===== src/rtl/text_dump_tx_pkg.sv =====
// text_pkg: shared sizes, character codes and FSM encodings for the text dump transmitter
package text_pkg;
  localparam int ROWS = 4;
  localparam int COLS = 24;
  localparam int ROW_W = 2;
  localparam int COL_W = 5;
  localparam int DATA_W = 8;
  localparam int CNT_W = $clog2(COLS);
  localparam logic [COL_W-1:0] COL_START = COL_W'(24);
  localparam logic [DATA_W-1:0] CHAR_CR = 8'h0D;
  localparam logic [DATA_W-1:0] CHAR_LF = 8'h0A;
  localparam logic [DATA_W-1:0] CHAR_SP = 8'h20;
  typedef enum logic [2:0] {IDLE, RD, LATCH, ARM, ACK, DRAIN, DONE} state_t;
  typedef enum logic [1:0] {CHAR, CR, LF} phase_t;
endpackage


===== src/rtl/text_dump_tx_if.sv =====
// text_dump_tx_if: RAM read port and UART transmit handshake bundle
// master (dump engine): drives rd_row/rd_col/tx_data/tx_start, samples rd_data/tx_busy
// slave (RAM + UART side): the opposite directions
interface text_dump_tx_if;
  import text_pkg::*;
  logic [ROW_W-1:0] rd_row;
  logic [COL_W-1:0] rd_col;
  logic [DATA_W-1:0] rd_data;
  logic [DATA_W-1:0] tx_data;
  logic tx_start;
  logic tx_busy;
  modport master (output rd_row, rd_col, tx_data, tx_start, input rd_data, tx_busy);
  modport slave (input rd_row, rd_col, tx_data, tx_start, output rd_data, tx_busy);
endinterface


===== src/rtl/text_dump_tx_handshake.sv =====
// tx_handshake: strobe-and-wait decode for the ARM/ACK/DRAIN phases of one byte
// in_arm/in_ack/in_drain: sequencer is in that phase; tx_busy: UART busy
// tx_start: strobe (only while armed and UART idle); acked/drained: phase exit conditions
module tx_handshake (
  input  logic in_arm,
  input  logic in_ack,
  input  logic in_drain,
  input  logic tx_busy,
  output logic tx_start,
  output logic acked,
  output logic drained
);
  // Combinational strobe: it can never coincide with tx_busy, and it falls
  // with the async reset of the state register that drives in_arm.
  assign tx_start = in_arm & ~tx_busy;
  assign acked = in_ack & tx_busy;
  assign drained = in_drain & ~tx_busy;
endmodule


===== src/rtl/text_dump_tx.sv =====
// text_dump_tx: dumps the ROWS x COLS character buffer over the UART, CR LF after each row
// clk/reset: clock, async active-low reset; start: one-cycle dump request
// bus (master): RAM read address/data and UART tx_data/tx_start/tx_busy
// busy: dump in progress; done: one-cycle pulse after the final LF is handed off
// Build option NUL_AS_SPACE_EN: send 0x00 cells as spaces
module text_dump_tx
  import text_pkg::*;
(
  input  logic clk,
  input  logic reset,
  input  logic start,
  text_dump_tx_if.master bus,
  output logic busy,
  output logic done
);
  state_t state, state_n;
  phase_t phase, phase_n;
  logic [ROW_W-1:0] row, row_n;
  logic [COL_W-1:0] col, col_n;
  logic [CNT_W-1:0] cnt, cnt_n;
  logic [DATA_W-1:0] txd, txd_n, rd_char;
  logic tx_start, acked, drained;
`ifdef NUL_AS_SPACE_EN
  assign rd_char = (bus.rd_data == '0) ? CHAR_SP : bus.rd_data;
`else
  assign rd_char = bus.rd_data;
`endif
  tx_handshake u_hs (
    .in_arm  (state == ARM),
    .in_ack  (state == ACK),
    .in_drain(state == DRAIN),
    .tx_busy (bus.tx_busy),
    .tx_start(tx_start),
    .acked   (acked),
    .drained (drained)
  );
  assign bus.rd_row = row;
  assign bus.rd_col = col;
  assign bus.tx_data = txd;
  assign bus.tx_start = tx_start;
  assign busy = (state != IDLE) && (state != DONE);
  assign done = state == DONE;
  always_ff @(posedge clk or negedge reset)
    if (!reset) begin
      state <= IDLE;
      phase <= CHAR;
      row <= '0;
      col <= COL_START;
      cnt <= '0;
      txd <= '0;
    end else begin
      state <= state_n;
      phase <= phase_n;
      row <= row_n;
      col <= col_n;
      cnt <= cnt_n;
      txd <= txd_n;
    end
  always_comb begin
    state_n = state;
    phase_n = phase;
    row_n = row;
    col_n = col;
    cnt_n = cnt;
    txd_n = txd;
    case (state)
      IDLE: if (start) begin
        row_n = '0;
        col_n = COL_START;
        cnt_n = '0;
        phase_n = CHAR;
        state_n = RD;
      end
      RD: state_n = LATCH;
      LATCH: begin
        txd_n = rd_char;
        state_n = ARM;
      end
      ARM: state_n = tx_start ? ACK : ARM;
      ACK: state_n = acked ? DRAIN : ACK;
      DRAIN: if (drained) begin
        if (phase == CHAR && cnt != CNT_W'(COLS - 1)) begin
          cnt_n = cnt + 1'b1;
          col_n = col + 1'b1;
          state_n = RD;
        end else if (phase == CHAR) begin
          txd_n = CHAR_CR;
          phase_n = CR;
          state_n = ARM;
        end else if (phase == CR) begin
          txd_n = CHAR_LF;
          phase_n = LF;
          state_n = ARM;
        end else if (row != ROW_W'(ROWS - 1)) begin
          row_n = row + 1'b1;
          col_n = COL_START;
          cnt_n = '0;
          phase_n = CHAR;
          state_n = RD;
        end else state_n = DONE;
      end
      DONE: state_n = IDLE;
      default: state_n = IDLE;
    endcase
  end
endmodule


===== src/flat_wrapper.sv =====
// flat-port wrapper written by rule: the top's interface ports become plain ports
module text_dump_tx_flat import text_pkg::*;
  (clk, reset, start, busy, done, bus_rd_row, bus_rd_col, bus_tx_data, bus_tx_start, bus_rd_data, bus_tx_busy);
  text_dump_tx_if bus_i ();
  input  logic clk;
  input  logic reset;
  input  logic start;
  output logic busy;
  output logic done;
  output wire logic [$bits(bus_i.rd_row)-1:0] bus_rd_row;
  output wire logic [$bits(bus_i.rd_col)-1:0] bus_rd_col;
  output wire logic [$bits(bus_i.tx_data)-1:0] bus_tx_data;
  output wire logic [$bits(bus_i.tx_start)-1:0] bus_tx_start;
  input wire logic [$bits(bus_i.rd_data)-1:0] bus_rd_data;
  input wire logic [$bits(bus_i.tx_busy)-1:0] bus_tx_busy;
  assign bus_rd_row = bus_i.rd_row;
  assign bus_rd_col = bus_i.rd_col;
  assign bus_tx_data = bus_i.tx_data;
  assign bus_tx_start = bus_i.tx_start;
  assign bus_i.rd_data = bus_rd_data;
  assign bus_i.tx_busy = bus_tx_busy;
  text_dump_tx u_core (.clk(clk), .reset(reset), .start(start), .bus(bus_i), .busy(busy), .done(done));
endmodule

===== config.mk =====
export PLATFORM = sky130hd
export DESIGN_NAME = text_dump_tx_flat
export DESIGN_NICKNAME = d
export VERILOG_FILES = /design/src/rtl/text_dump_tx_pkg.sv /design/src/rtl/text_dump_tx_if.sv /design/src/rtl/text_dump_tx_handshake.sv /design/src/rtl/text_dump_tx.sv /design/src/flat_wrapper.sv
export SDC_FILE = /design/constraint.sdc
export NUM_CORES = 1
export LEC_CHECK = 0
export ABC_AREA = 1
export BUFFER_PORTS_ARGS = -buffer_cell sky130_fd_sc_hd__buf_2
export CORE_UTILIZATION = 25
export CTS_CLUSTER_DIAMETER = 150
export DETAILED_ROUTE_END_ITERATION = 10
export HOLD_SLACK_MARGIN = 0.06
export PLACE_DENSITY = 0.47
export SYNTH_ARGS = -nofsm -noshare
export SYNTH_HDL_FRONTEND = slang
export SYNTH_SLANG_ARGS = --single-unit

===== constraint.sdc =====
create_clock -name clk -period 1.7 [get_ports clk]
set_clock_uncertainty 0.05 [all_clocks]
set_input_delay 0.34 -clock clk [delete_from_list [all_inputs] [get_ports clk]]
set_output_delay 0.34 -clock clk [all_outputs]
set_load 0.01 [all_outputs]

Word-level counts from Yosys, hierarchy flattened --
Index checks and enable logic that the tools add are counted.
Storage, ports and cells: register bits after elaboration 25, output and inout bits 18
Cells by class: bitwise gates (word level) 4, add/sub/neg operators 3, multiplexer cells 41, reduce and logical (&&, ||, !) cells 12, equality and inequality tests 21
Operator list (count):
- two-way mux 5 bit | 12
- two-way mux 8 bit | 4
- two-way mux 2 bit | 11
- two-way mux 3 bit | 7
- case mux 5 bit (2 select lines) | 2
- case mux 3 bit (6 select lines) | 1
- case mux 8 bit (2 select lines) | 1
- adder 5 x 1 -> 5 bit, second input constant | 2
- != test 2 bit, second input constant | 5
- == test 3 bit, second input constant | 3
- case mux 2 bit (2 select lines) | 2
- AND reduction 7 bit | 1
- == test 3 x 2 -> 1 bit, second input constant | 2
- != test 3 x 1 -> 1 bit, second input constant | 2
- != test 3 bit, second input constant | 2
- AND reduction 6 bit | 1
- != test 5 bit, second input constant | 1
- AND reduction 5 bit | 1
- != test 2 x 1 -> 1 bit, second input constant | 2
- != test 4 x 1 -> 1 bit, second input constant | 1
- AND reduction 4 bit | 1
- nonzero test 2 bit | 2
- bitwise AND 1 bit | 3
- == test 3 x 1 -> 1 bit, second input constant | 1
- other kinds (10) | 11

Depth between registers and ports, before layout --
Gate-level depths: netlist (run 1).
depth after elaboration 7, mapped depth 9

Modules after synthesis --
Synthesis (run 1) repeated with hierarchy kept, for this count alone.
Unflattened totals: cell total of the unflattened synthesis 203, area, all modules 1517.7 um2
Modules (own cells, without submodules):
- text_dump_tx | times used 1, cells each 197, area each 1495.2 um2
- tx_handshake | times used 1, cells each 6, area each 22.5 um2

Least setup slack after synthesis (run 1) --
Ideal clock, no wire load.
path type reg2reg, start reg u_core.cnt[0], end reg u_core.cnt[3], data required time 1533 ps, setup time 117 ps, path buffers 0, clock period less this slack 1518 ps, path slack 182 ps, arrival 1350 ps, cell stages (with the launch flop) 8, path through dfrtp_1 -> ha_1 -> nand4_1 -> nand2_1 -> nand2_1 -> nand3_2 -> nand2_1 -> nand2_1
On the way: longest elaborated chain between the ends 5, elaborated cells between the ends (all ways) 10
Ends and longest elaborated chain:
- from (decl) | RTL line text_dump_tx.sv:20 | logic [CNT_W-1:0] cnt, cnt_n;
- from (signal assigned) | RTL line text_dump_tx.sv:56 | cnt <= cnt_n;
- parallel branches: the longest is 5 deep, another holds adder 5 x 1 -> 5 bit
Parallel ways; which one is timed is not known. The select of a mux whose other input is x is not followed. A chain may end at the register's enable or synchronous reset.

Worst setup path after layout (run 1) --
start reg u_core.state[0], end out bus_tx_start
On the way: longest elaborated chain between the ends 2
Ends and longest elaborated chain:
- from (decl) | RTL line text_dump_tx.sv:16 | state_t state, state_n;
- from (signal assigned) | RTL line text_dump_tx.sv:52 | state <= state_n;
- == test 3 x 2 -> 1 bit | RTL line text_dump_tx.sv:29 | .in_arm (state == ARM),
- bitwise AND 1 bit | RTL line text_dump_tx_handshake.sv:15 | assign tx_start = in_arm & ~tx_busy;
- to (decl) | RTL line flat_wrapper.sv:13 | output wire logic [$bits(bus_i.tx_start)-1:0] bus_tx_start;
Every way passes these cells.

==> results of run 1 <==
-- synthesized netlist by cell type --
| master | number |
|---|---|
| nand2_1 | 55 |
| dfrtp_1 | 23 |
| inv_1 | 15 |
| nand3_1 | 15 |
| nor2_1 | 14 |
| o21ai_0 | 9 |
| nor3_1 | 8 |
| o21ai_2 | 7 |
| a21oi_1 | 6 |
| nand4_1 | 6 |
| nor2_4 | 4 |
| ha_1 | 3 |
| inv_2 | 3 |
| nand2_2 | 3 |
| and3_1 | 2 |
| buf_2 | 2 |
| dfstp_2 | 2 |
| nand2_4 | 2 |
| nand3_2 | 2 |
| nor2_2 | 2 |
| xnor2_1 | 2 |
| buf_6 | 1 |
| buf_8 | 1 |
| clkbuf_1 | 1 |
| nand3_4 | 1 |
| o211ai_1 | 1 |
| o21bai_1 | 1 |
| o31ai_1 | 1 |
| or2_2 | 1 |
-- stage by stage --
stage                     utilization, %  worst slack [ps]  cells  power [W]  instance area, um^2
after floorplan                        -             182.4    193   0.002069                 1516
after global placement             30.17             26.30    300   0.002451                 1775
after detailed placement           30.17             16.52    300   0.002459                 1775
after CTS                          31.72             7.768    308   0.002950                 1867
after global routing               32.57             11.94    312   0.003254                 1917
final                              32.57             75.33    312   0.002986                 1917
-- flip-flops by register name (all words and copies together), names as in the netlist --
signal	flops
u_core.bus.rd_col	5
u_core.bus.rd_row	2
u_core.bus.tx_data	8
u_core.cnt	5
u_core.phase	2
u_core.state	3
-- layer usage --
metal,wire [um],track usage [%]
met5,0,0
met1,1882,17.16
met4,42,3.750
met3,129,2.171
met2,1721,20.34
-- critical path: cells and delay by family (launching register included) --
| family | cells | cell delay, ps |
|---|---|---|
| AND/OR/NAND/NOR | 1 | 220 |
| buffers and inverters | 2 | 240 |
| flip-flops | 1 | 490 |
-- power groups by stage --
stage / logic (W) / registers (W) / clock network (W)
after floorplan: 0.00105 / 0.00102 / 0
after global placement: 0.00145 / 0.000999 / 0
after detailed placement: 0.00146 / 0.00100 / 0
after CTS: 0.00157 / 0.000989 / 0.000393
after global routing: 0.00181 / 0.00102 / 0.000418
final: 0.00161 / 0.000995 / 0.000377
-- worst paths after layout --
| path | start | endpoint | slack [ps] | cells past startpoint |
|---|---|---|---|---|
| worst max-delay path | u_core.state[0] | bus_tx_start | 80 | 3 |
| worst max register to register | u_core.state[2] | u_core.cnt[3] | 110 | 8 |
| min in group asynchronous | reset | u_core.bus.tx_data[4] | 540 | 2 |
| worst min register to register | u_core.bus.tx_data[4] | u_core.bus.tx_data[4] | 440 | 2 |
| max in group asynchronous | reset | u_core.state[0] | 640 | 2 |
| worst min-delay path | bus_rd_data[7] | u_core.bus.tx_data[7] | 260 | 3 |
-- cells by family (layout without fill, tap and decap cells) --
| group | Yosys count | in the layout | share of synthesized area (%) |
|---|---|---|---|
| flip-flops | 25 | 25 | 41.42 |
| AND/OR/NAND/NOR | 115 | 115 | 37.38 |
| adder cells (fa/ha/maj) | 3 | 3 | 2.476 |
| buffers and inverters | 23 | 67 | 7.095 |
| XOR/XNOR | 2 | 2 | 1.155 |
| AO/OA/AOI/OAI | 25 | 25 | 10.48 |
-- cell type report --
cell class	count	area (um^2)	share of cell area (%)
Clock buffer	3	41.29	2.154
Clock inverter	1	5.005	0.2611
Inverter	18	70.07	3.655
Multi-Input combinational cell	145	807.0	42.10
Sequential cell	25	631.9	32.96
Tap cell	75	93.84	4.896
Timing Repair Buffer	45	267.8	13.97
-- what timing repair did --
item,CTS,global route
pin swaps,2,2
resized for setup,5,8
endpoints found under the setup margin,2,14
endpoints found under the hold margin,23,0
hold buffers,1,0
buffers inserted,3,4
==> impl_metrics.ini, run 1 <==
[cells_and_area]
insertedDiodeCount = 0
drive_above_1_share_pct = 35.86
final_common_cell = nand2_1
nFillCells = 649
syn2layout_area_growth_pct = 26.40
final_cell_mix = nand2_1, buf_2, dfrtp_1, nand3_1, buf_4
nets = 253

[logic_synthesis]
seq_area_frac_synth_pct = 41.42
syn_area_mm2 = 0.001516
ys_ff_latch = 25
synth_top_area_share_pct = 37.95
synthCells = 193
synth_top_area_cell = dfrtp_1
synth_warnings = 0
ys_top_cells_by_area = dfrtp_1, nand2_1, nand3_1
syn_nets = 208
avgSynthCellArea_um2 = 7.857
ys_types = 29

[place]
place.gp.congestion = 0.7686
hpwl_mm = 2.657
io_buffers = 29

[global_routing]
grt_pass1_wl_mm = 6.299
grt_start_max_net_pins = 26
grt_overflow = 0
antenna_found_initial = 0
grt_usage_pct = 12.64
grt_pass1_vias = 1324

[worst_setup_path]
cp_max_fo = 7
slowest_stage = dfrtp_2
end_kind = output pin
cp.required_ps = 1310
worst_ep_arrival_time_ps = 1230
startpoint_type = flip-flop
cpPeakStageDelay_ps = 490
critPathKind = flip-flop to output pin
crit_chain = inv_2 > nor3_4 > buf_2

[timing]
setup_violations = 0
relSlewSlack_pct = 60.75
fin_crit_ps = 1625
worst_pin_slew_ps = 588.7
hold_viol_final = 0
timing.hold.ws_ps = 256.3
timing.fmax_ghz = 0.6155
final.period_utilization_pct = 95.57
drv_slew = 0
fin_tns_setup_ps = 0
rsz0062_at_grt = false

[clock_tree]
cts_buffers = 3
htree_levels = 1
clkSinkCount = 25
root_buffer = clkbuf_8
cts_max_path_buffers = 2
clock_latency_ps = 280
tritoncts = yes
clk_pin_slew_ps = 100

[floorplanning]
coreArea_mm2 = 0.005886
die_area_mm2 = 0.006382
dieWidth_um = 79.89
initial_core_util_pct = 25.77
die_h_um = 79.89
pin_count = 30
core.rowCount = 28

[power]
vdd_ir_drop_max_uv = 496.6
p_sw_w = 0.001390
p_comb_share_pct = 54.1
p_per_area_mw_per_mm2 = 1558
power.internal_w = 0.001596
switching_share_pct = 46.54
leakage_nw = 1.000
clockPowerShare_pct = 12.6
power_frac_seq_pct = 33.3

[route]
vias = 1429
drc = 0
totalWireLength_mm = 3.776
dr.pass1.iters = 4
post_drt_wl_per_cell_um = 12.10
drt_iter0_markers = 46
viasPerCell = 4.580
ant_nets = 0

[outcome]
outcome = finished, final reports clean

[run]
maxCapViolations = 0

[hold_path]
hp-class = primary input to flip-flop
Note: power is estimated with default switching activity, not from simulation.
==> inputs of run 2 (changes only) <==
- CORE_MARGIN: not set -> 2
==> run 2 against run 1 <==
Effect of this change:
- register-to-register slack about the same
- clock-buffer cell count unchanged
- cell count is the same
- critical path depth grew 1
- via count shrank 1.4%
- core utilization increased by 0.17 points
- routed wire length shrank 4.1%
- sequential power about the same
- non-clock buffer count stayed put
- sequential cell count unchanged
- design area rose by 0.52%
- largest power group unchanged
==> impl_metrics.ini, run 2 (synthesis gave the netlist of run 1 again) <==
[global_routing]
grt_usage_pct = 11.57
grt_pass1_wl_mm = 5.996
grt_pass1_vias = 1293
antenna_found_initial = 0
grt_start_max_net_pins = 26
grt_overflow = 0

[worst_setup_path]
worst_ep_arrival_time_ps = 1250
startpoint_type = flip-flop
cp.required_ps = 1310
critPathKind = flip-flop to output pin
r2r-end = u_core.cnt[4]
ff2ff_path_depth = 9
end_kind = output pin
worst-r2r-setup-slack_ps = 120
cp_max_fo = 5
reg2reg_from = u_core.state[1]

[power]
vdd_ir_drop_max_uv = 568.3
switching_share_pct = 46.07
power_frac_seq_pct = 33.6
p_comb_share_pct = 54.0
clockPowerShare_pct = 12.4
power.total_w = 0.003003
power.internal_w = 0.001620
leakage_nw = 1.000
p_per_area_mw_per_mm2 = 1558
p_sw_w = 0.001383

[timing]
rsz0062_at_grt = true
timing.fmax_ghz = 0.6115
setup_violations = 0
timing.hold.ws_ps = 253.1
hold_viol_final = 0
worst_pin_slew_ps = 594.2
drv_slew = 0
fin_crit_ps = 1635
final.period_utilization_pct = 96.20
relSlewSlack_pct = 60.38

[cells_and_area]
final_cell_mix = nand2_1, buf_2, dfrtp_1
drive_above_1_share_pct = 35.44
final_common_cell = nand2_1
largest_register_ffs = 8
nets = 253
insertedDiodeCount = 0
syn2layout_area_growth_pct = 27.06

[hold_path]
hold_start = bus_rd_data[3]
worstHoldPathCells = 3
min_to = u_core.bus.tx_data[3]
hp-class = primary input to flip-flop

[clock_tree]
cts_max_path_buffers = 2
cts_buffers = 3
clk_pin_slew_ps = 100
htree_levels = 1
root_buffer = clkbuf_8
clock_latency_ps = 270
tritoncts = yes
clkSinkCount = 25

[floorplanning]
dieWidth_um = 81.89
core.rowCount = 28
die_h_um = 81.89
pin_count = 30
initial_core_util_pct = 25.77
die_area_mm2 = 0.006705
coreArea_mm2 = 0.005886

[route]
drc = 0
ant_nets = 0
post_drt_wl_per_cell_um = 11.60
viasPerCell = 4.516
drt_iter0_markers = 57
totalWireLength_mm = 3.620
dr.pass1.iters = 4
vias = 1409

[outcome]
outcome = finished, final reports clean

[run]
maxCapViolations = 0

[place]
place.gp.congestion = 0.7207
hpwl_mm = 2.560
io_buffers = 29
## run 2: how the worst max path moves through the flow
stage	start	to	slack, ps	cells after the start
2_1_floorplan	u_core.cnt[0]	u_core.cnt[3]	180	7
3_3_place_gp	u_core.cnt[1]	u_core.bus.rd_col[2]	70	7
3_5_place_dp	u_core.cnt[1]	u_core.cnt[3]	40	7
4_1_cts	u_core.state[2]	bus_tx_start	20	4
5_1_grt	u_core.state[1]	u_core.bus.rd_col[2]	-9	9
6_report	u_core.state[1]	busy	60	4
## run 2: timing repair
item / CTS / global route
endpoints found under the setup margin: 1 / 14
resized for setup: 3 / 11
hold buffers: 1 / 0
pin swaps: 0 / 4
buffers inserted: 0 / 8
hold endpoints to repair: 23 / 0
## run 2: power by group through the flow
| stage | clock network [W] | logic (W) | registers [W] |
|---|---|---|---|
| 4_1_cts | 0.000390 | 0.00148 | 0.000994 |
| 2_1_floorplan | 0 | 0.00105 | 0.00102 |
| 3_5_place_dp | 0 | 0.00146 | 0.00100 |
| 5_1_grt | 0.000412 | 0.00183 | 0.00104 |
| 6_report | 0.000373 | 0.00162 | 0.00101 |
| 3_3_place_gp | 0 | 0.00147 | 0.000999 |
## run 2: final cells by class
| cell class | instances | area, um^2 |
|---|---|---|
| flip-flops and latches | 25 | 631.9 |
| well taps | 75 | 93.84 |
| repair buffers | 45 | 267.8 |
| inverters | 18 | 70.07 |
| multi-input cells | 145 | 817.0 |
| fillers | 641 | 3959 |
| clock buffers | 3 | 41.29 |
| clock inverters | 1 | 5.005 |
## run 2: stage by stage
step	instances	worst slack, ps	instance area (um^2)	setup TNS [ps]	utilization [%]
final	312	64.64	1927	0	32.74
after global placement	299	67.85	1768	0	30.04
after detailed placement	299	41.49	1768	0	30.04
after CTS	304	16.92	1832	0	31.12
after floorplan	193	182.4	1516	0	-
after global routing	312	-8.513	1927	-15.72	32.74
## run 2: metal layers
| metal | up-vias | GRT usage [%] | wire length [um] |
|---|---|---|---|
| met1 | 654 | 14.52 | 1735 |
| met2 | 32 | 19.43 | 1667 |
| met3 | 4 | 2.308 | 166 |
| li1 | 719 | - | - |
| met4 | 0 | 4.500 | 51 |
| met5 | - | 0 | 0 |
## run 2: critical path, cell delays in order (launching register included)
cell	delay (ps)
dfrtp_2	450
inv_2	80
nor3_1	230
a21oi_1	70
buf_2	140
==> inputs of run 3 (changes only) <==
- SYNTH_HIERARCHICAL: not set -> 1
==> run 3 against run 2 <==
Effect of this change:
- first-iteration DRC count up 91%
- critical path depth up 8
- die area about the same
- sequential cell count unchanged
- clock power down 1%
==> impl_metrics.ini, run 3 <==
[outcome]
outcome = finished, final reports clean

[power]
power_frac_seq_pct = 31.7
vdd_ir_drop_max_uv = 496.6
p_comb_share_pct = 55.4
leakage_nw = 1.047
switching_share_pct = 44.32
clockPowerShare_pct = 12.9
power.internal_w = 0.001589
p_sw_w = 0.001265
p_per_area_mw_per_mm2 = 1421

[logic_synthesis]
ys_top_cells_by_area = dfrtp_1, nand2_1, nand3_1
synth_top_flop_cell = dfrtp_1
synth_top_area_cell = dfrtp_1
avgSynthCellArea_um2 = 7.476
synthCells = 203
synth_top_area_share_pct = 37.92
seq_area_frac_synth_pct = 41.38
syn_area_mm2 = 0.001518
synth_warnings = 6
synth_edf_count = 0
synthTopCellsByCount = nand2_1, nand3_1, dfrtp_1
synth_most_common_cell = nand2_1
syn_nets = 218
async_reset_ff_share_pct = 100.0
ys_types = 29
ys_ff_latch = 25

[timing]
hold_viol_final = 0
final.period_utilization_pct = 98.66
timing.fmax_ghz = 0.5962
relSlewSlack_pct = 60.13
drv_slew = 0
worst_pin_slew_ps = 598.0
setup_violations = 0
rsz0062_at_grt = true
fin_crit_ps = 1677
fin_ws_ps = 22.76

[route]
viasPerCell = 4.432
totalWireLength_mm = 3.940
dr.pass1.iters = 4
vias = 1458
drc = 0
drt_iter0_markers = 109
met3WireLength_um = 133
maxUsedRoutingLayer = met4
wl_met1_mm = 1.974
post_drt_wl_per_cell_um = 11.98
ant_nets = 0
wl_met2_mm = 1.808

[global_routing]
grt_overflow = 0
grt_pass1_vias = 1340
grt_start_max_net_pins = 26
grt_pass1_wl_mm = 6.285
antenna_found_initial = 0
grt_usage_pct = 12.01

[worst_setup_path]
critPathKind = flip-flop to flip-flop
cp.required_ps = 1820
cpPeakStageDelay_ps = 390
worst_ep_arrival_time_ps = 1800
startpoint_type = flip-flop
end_kind = flip-flop
cp_max_fo = 6
slowest_stage = dfrtp_1
crit_chain = inv_2 > nand3_4 > clkinv_2 > inv_1 > nor2_1 > inv_1 > nand4_1 > nand2_2 > nor2_8 > nand3_2 > nand2_1 > nand2_1

[place]
placedCellCount = 317
pre_cts_slack_ps = -17.88
io_buffers = 29
hpwl_mm = 2.708
place.gp.congestion = 0.8395

[floorplanning]
initial_core_util_pct = 25.79
dieWidth_um = 81.92
die_h_um = 81.92
pin_count = 30
core.rowCount = 28
coreArea_mm2 = 0.005886
die_area_mm2 = 0.006710

[clock_tree]
htree_levels = 1
root_buffer = clkbuf_8
clk_pin_slew_ps = 100
cts_buffers = 3
clkSinkCount = 25
tritoncts = yes
clock_latency_ps = 270
cts_max_path_buffers = 2

[cells_and_area]
final_cell_mix = nand2_1, buf_2, nand3_1, dfrtp_1, inv_1
largest_register_ffs = 8
drive_above_1_share_pct = 32.68
nets = 270
final_common_cell = nand2_1
nFillCells = 633
syn2layout_area_growth_pct = 32.40
insertedDiodeCount = 0
fin_cells = 329

[run]
maxCapViolations = 0

[hold_path]
hp-class = primary input to flip-flop
==> run 3: stage by stage <==
stage | hold slack [ps] | total power, W | cell area (um^2) | utilization (%) | TNS, ps
global route | 251.6 | 0.003113 | 2009 | 34.14 | -920.7
finish | 248.1 | 0.002855 | 2009 | 34.14 | 0
floorplan | -5.591 | 0.001779 | 1518 | - | 0
CTS | 241.3 | 0.002725 | 1928 | 32.76 | -60.42
detailed placement | 346.0 | 0.002276 | 1841 | 31.27 | -17.88
global placement | 355.4 | 0.002274 | 1841 | 31.27 | 0
==> run 3: cell families (layout without fill, tap and decap cells) <==
family                     after synthesis  count (layout)  share of synthesized area (%)
and+or+nand+nor                        131             133                          41.88
buffers and inverters                   29              78                          7.419
DFF                                     25              25                          41.38
AOI/OAI and AO/OA                       12              12                          5.112
adders and majority gates                3               3                          2.473
xor gates and xnor gates                 3               3                          1.732
==> run 3: layout make-up <==
class | count | area (um^2) | share of cell area [%]
multi-input cells | 151 | 830.8 | 41.34
flip-flops and latches | 25 | 628.1 | 31.26
repair buffers | 48 | 305.3 | 15.19
inverters | 26 | 102.6 | 5.106
well taps | 75 | 93.84 | 4.670
clock buffers | 3 | 41.29 | 2.055
clock inverters | 1 | 7.507 | 0.3736
==> run 3: path summary, 6_finish.rpt <==
| check | startpoint | slack [ps] | depth (start not counted) | end |
|---|---|---|---|---|
| hold reg to reg | u_core/bus.tx_data[0] | 420 | 2 | u_core/bus.tx_data[0] |
| setup / recovery | u_core/state[1] | 20 | 12 | u_core/cnt[1] |
| min in group asynchronous | reset | 550 | 2 | u_core/bus.rd_col[0] |
| max in group asynchronous | reset | 660 | 2 | u_core/bus.rd_row[0] |
| setup reg to reg | u_core/state[1] | 20 | 12 | u_core/cnt[1] |
| hold / removal | bus_rd_data[6] | 250 | 3 | u_core/bus.tx_data[6] |
==> run 3: metal layers <==
layer  track usage [%]  up-vias
li1                  -      760
met1             16.31      677
met2             19.84       19
met3             1.648        2
met4             3.500        0
met5                 0        -
==> run 3: worst max-delay path: cells and delay by family, from the launching register on <==
family / cells / cell delay [ps]
DFF: 1 / 390
buffers and inverters: 4 / 270
and+or+nand+nor: 8 / 860
==> run 3: what timing repair did <==
action	CTS	global route
pin swaps	2	7
cloned	0	2
hold buffers	1	0
buffers inserted	3	3
gates resized for setup	4	13
hold endpoints to repair	23	0
setup endpoints to repair	3	23
==> run 3: power by group through the flow <==
| stage | sequential, W | combinational, W | clock, W |
|---|---|---|---|
| after global routing | 0.000932 | 0.00176 | 0.000420 |
| after floorplan | 0.000986 | 0.000793 | 0 |
| after detailed placement | 0.000919 | 0.00136 | 0 |
| final | 0.000904 | 0.00158 | 0.000368 |
| after global placement | 0.000919 | 0.00135 | 0 |
| after CTS | 0.000905 | 0.00142 | 0.000395 |
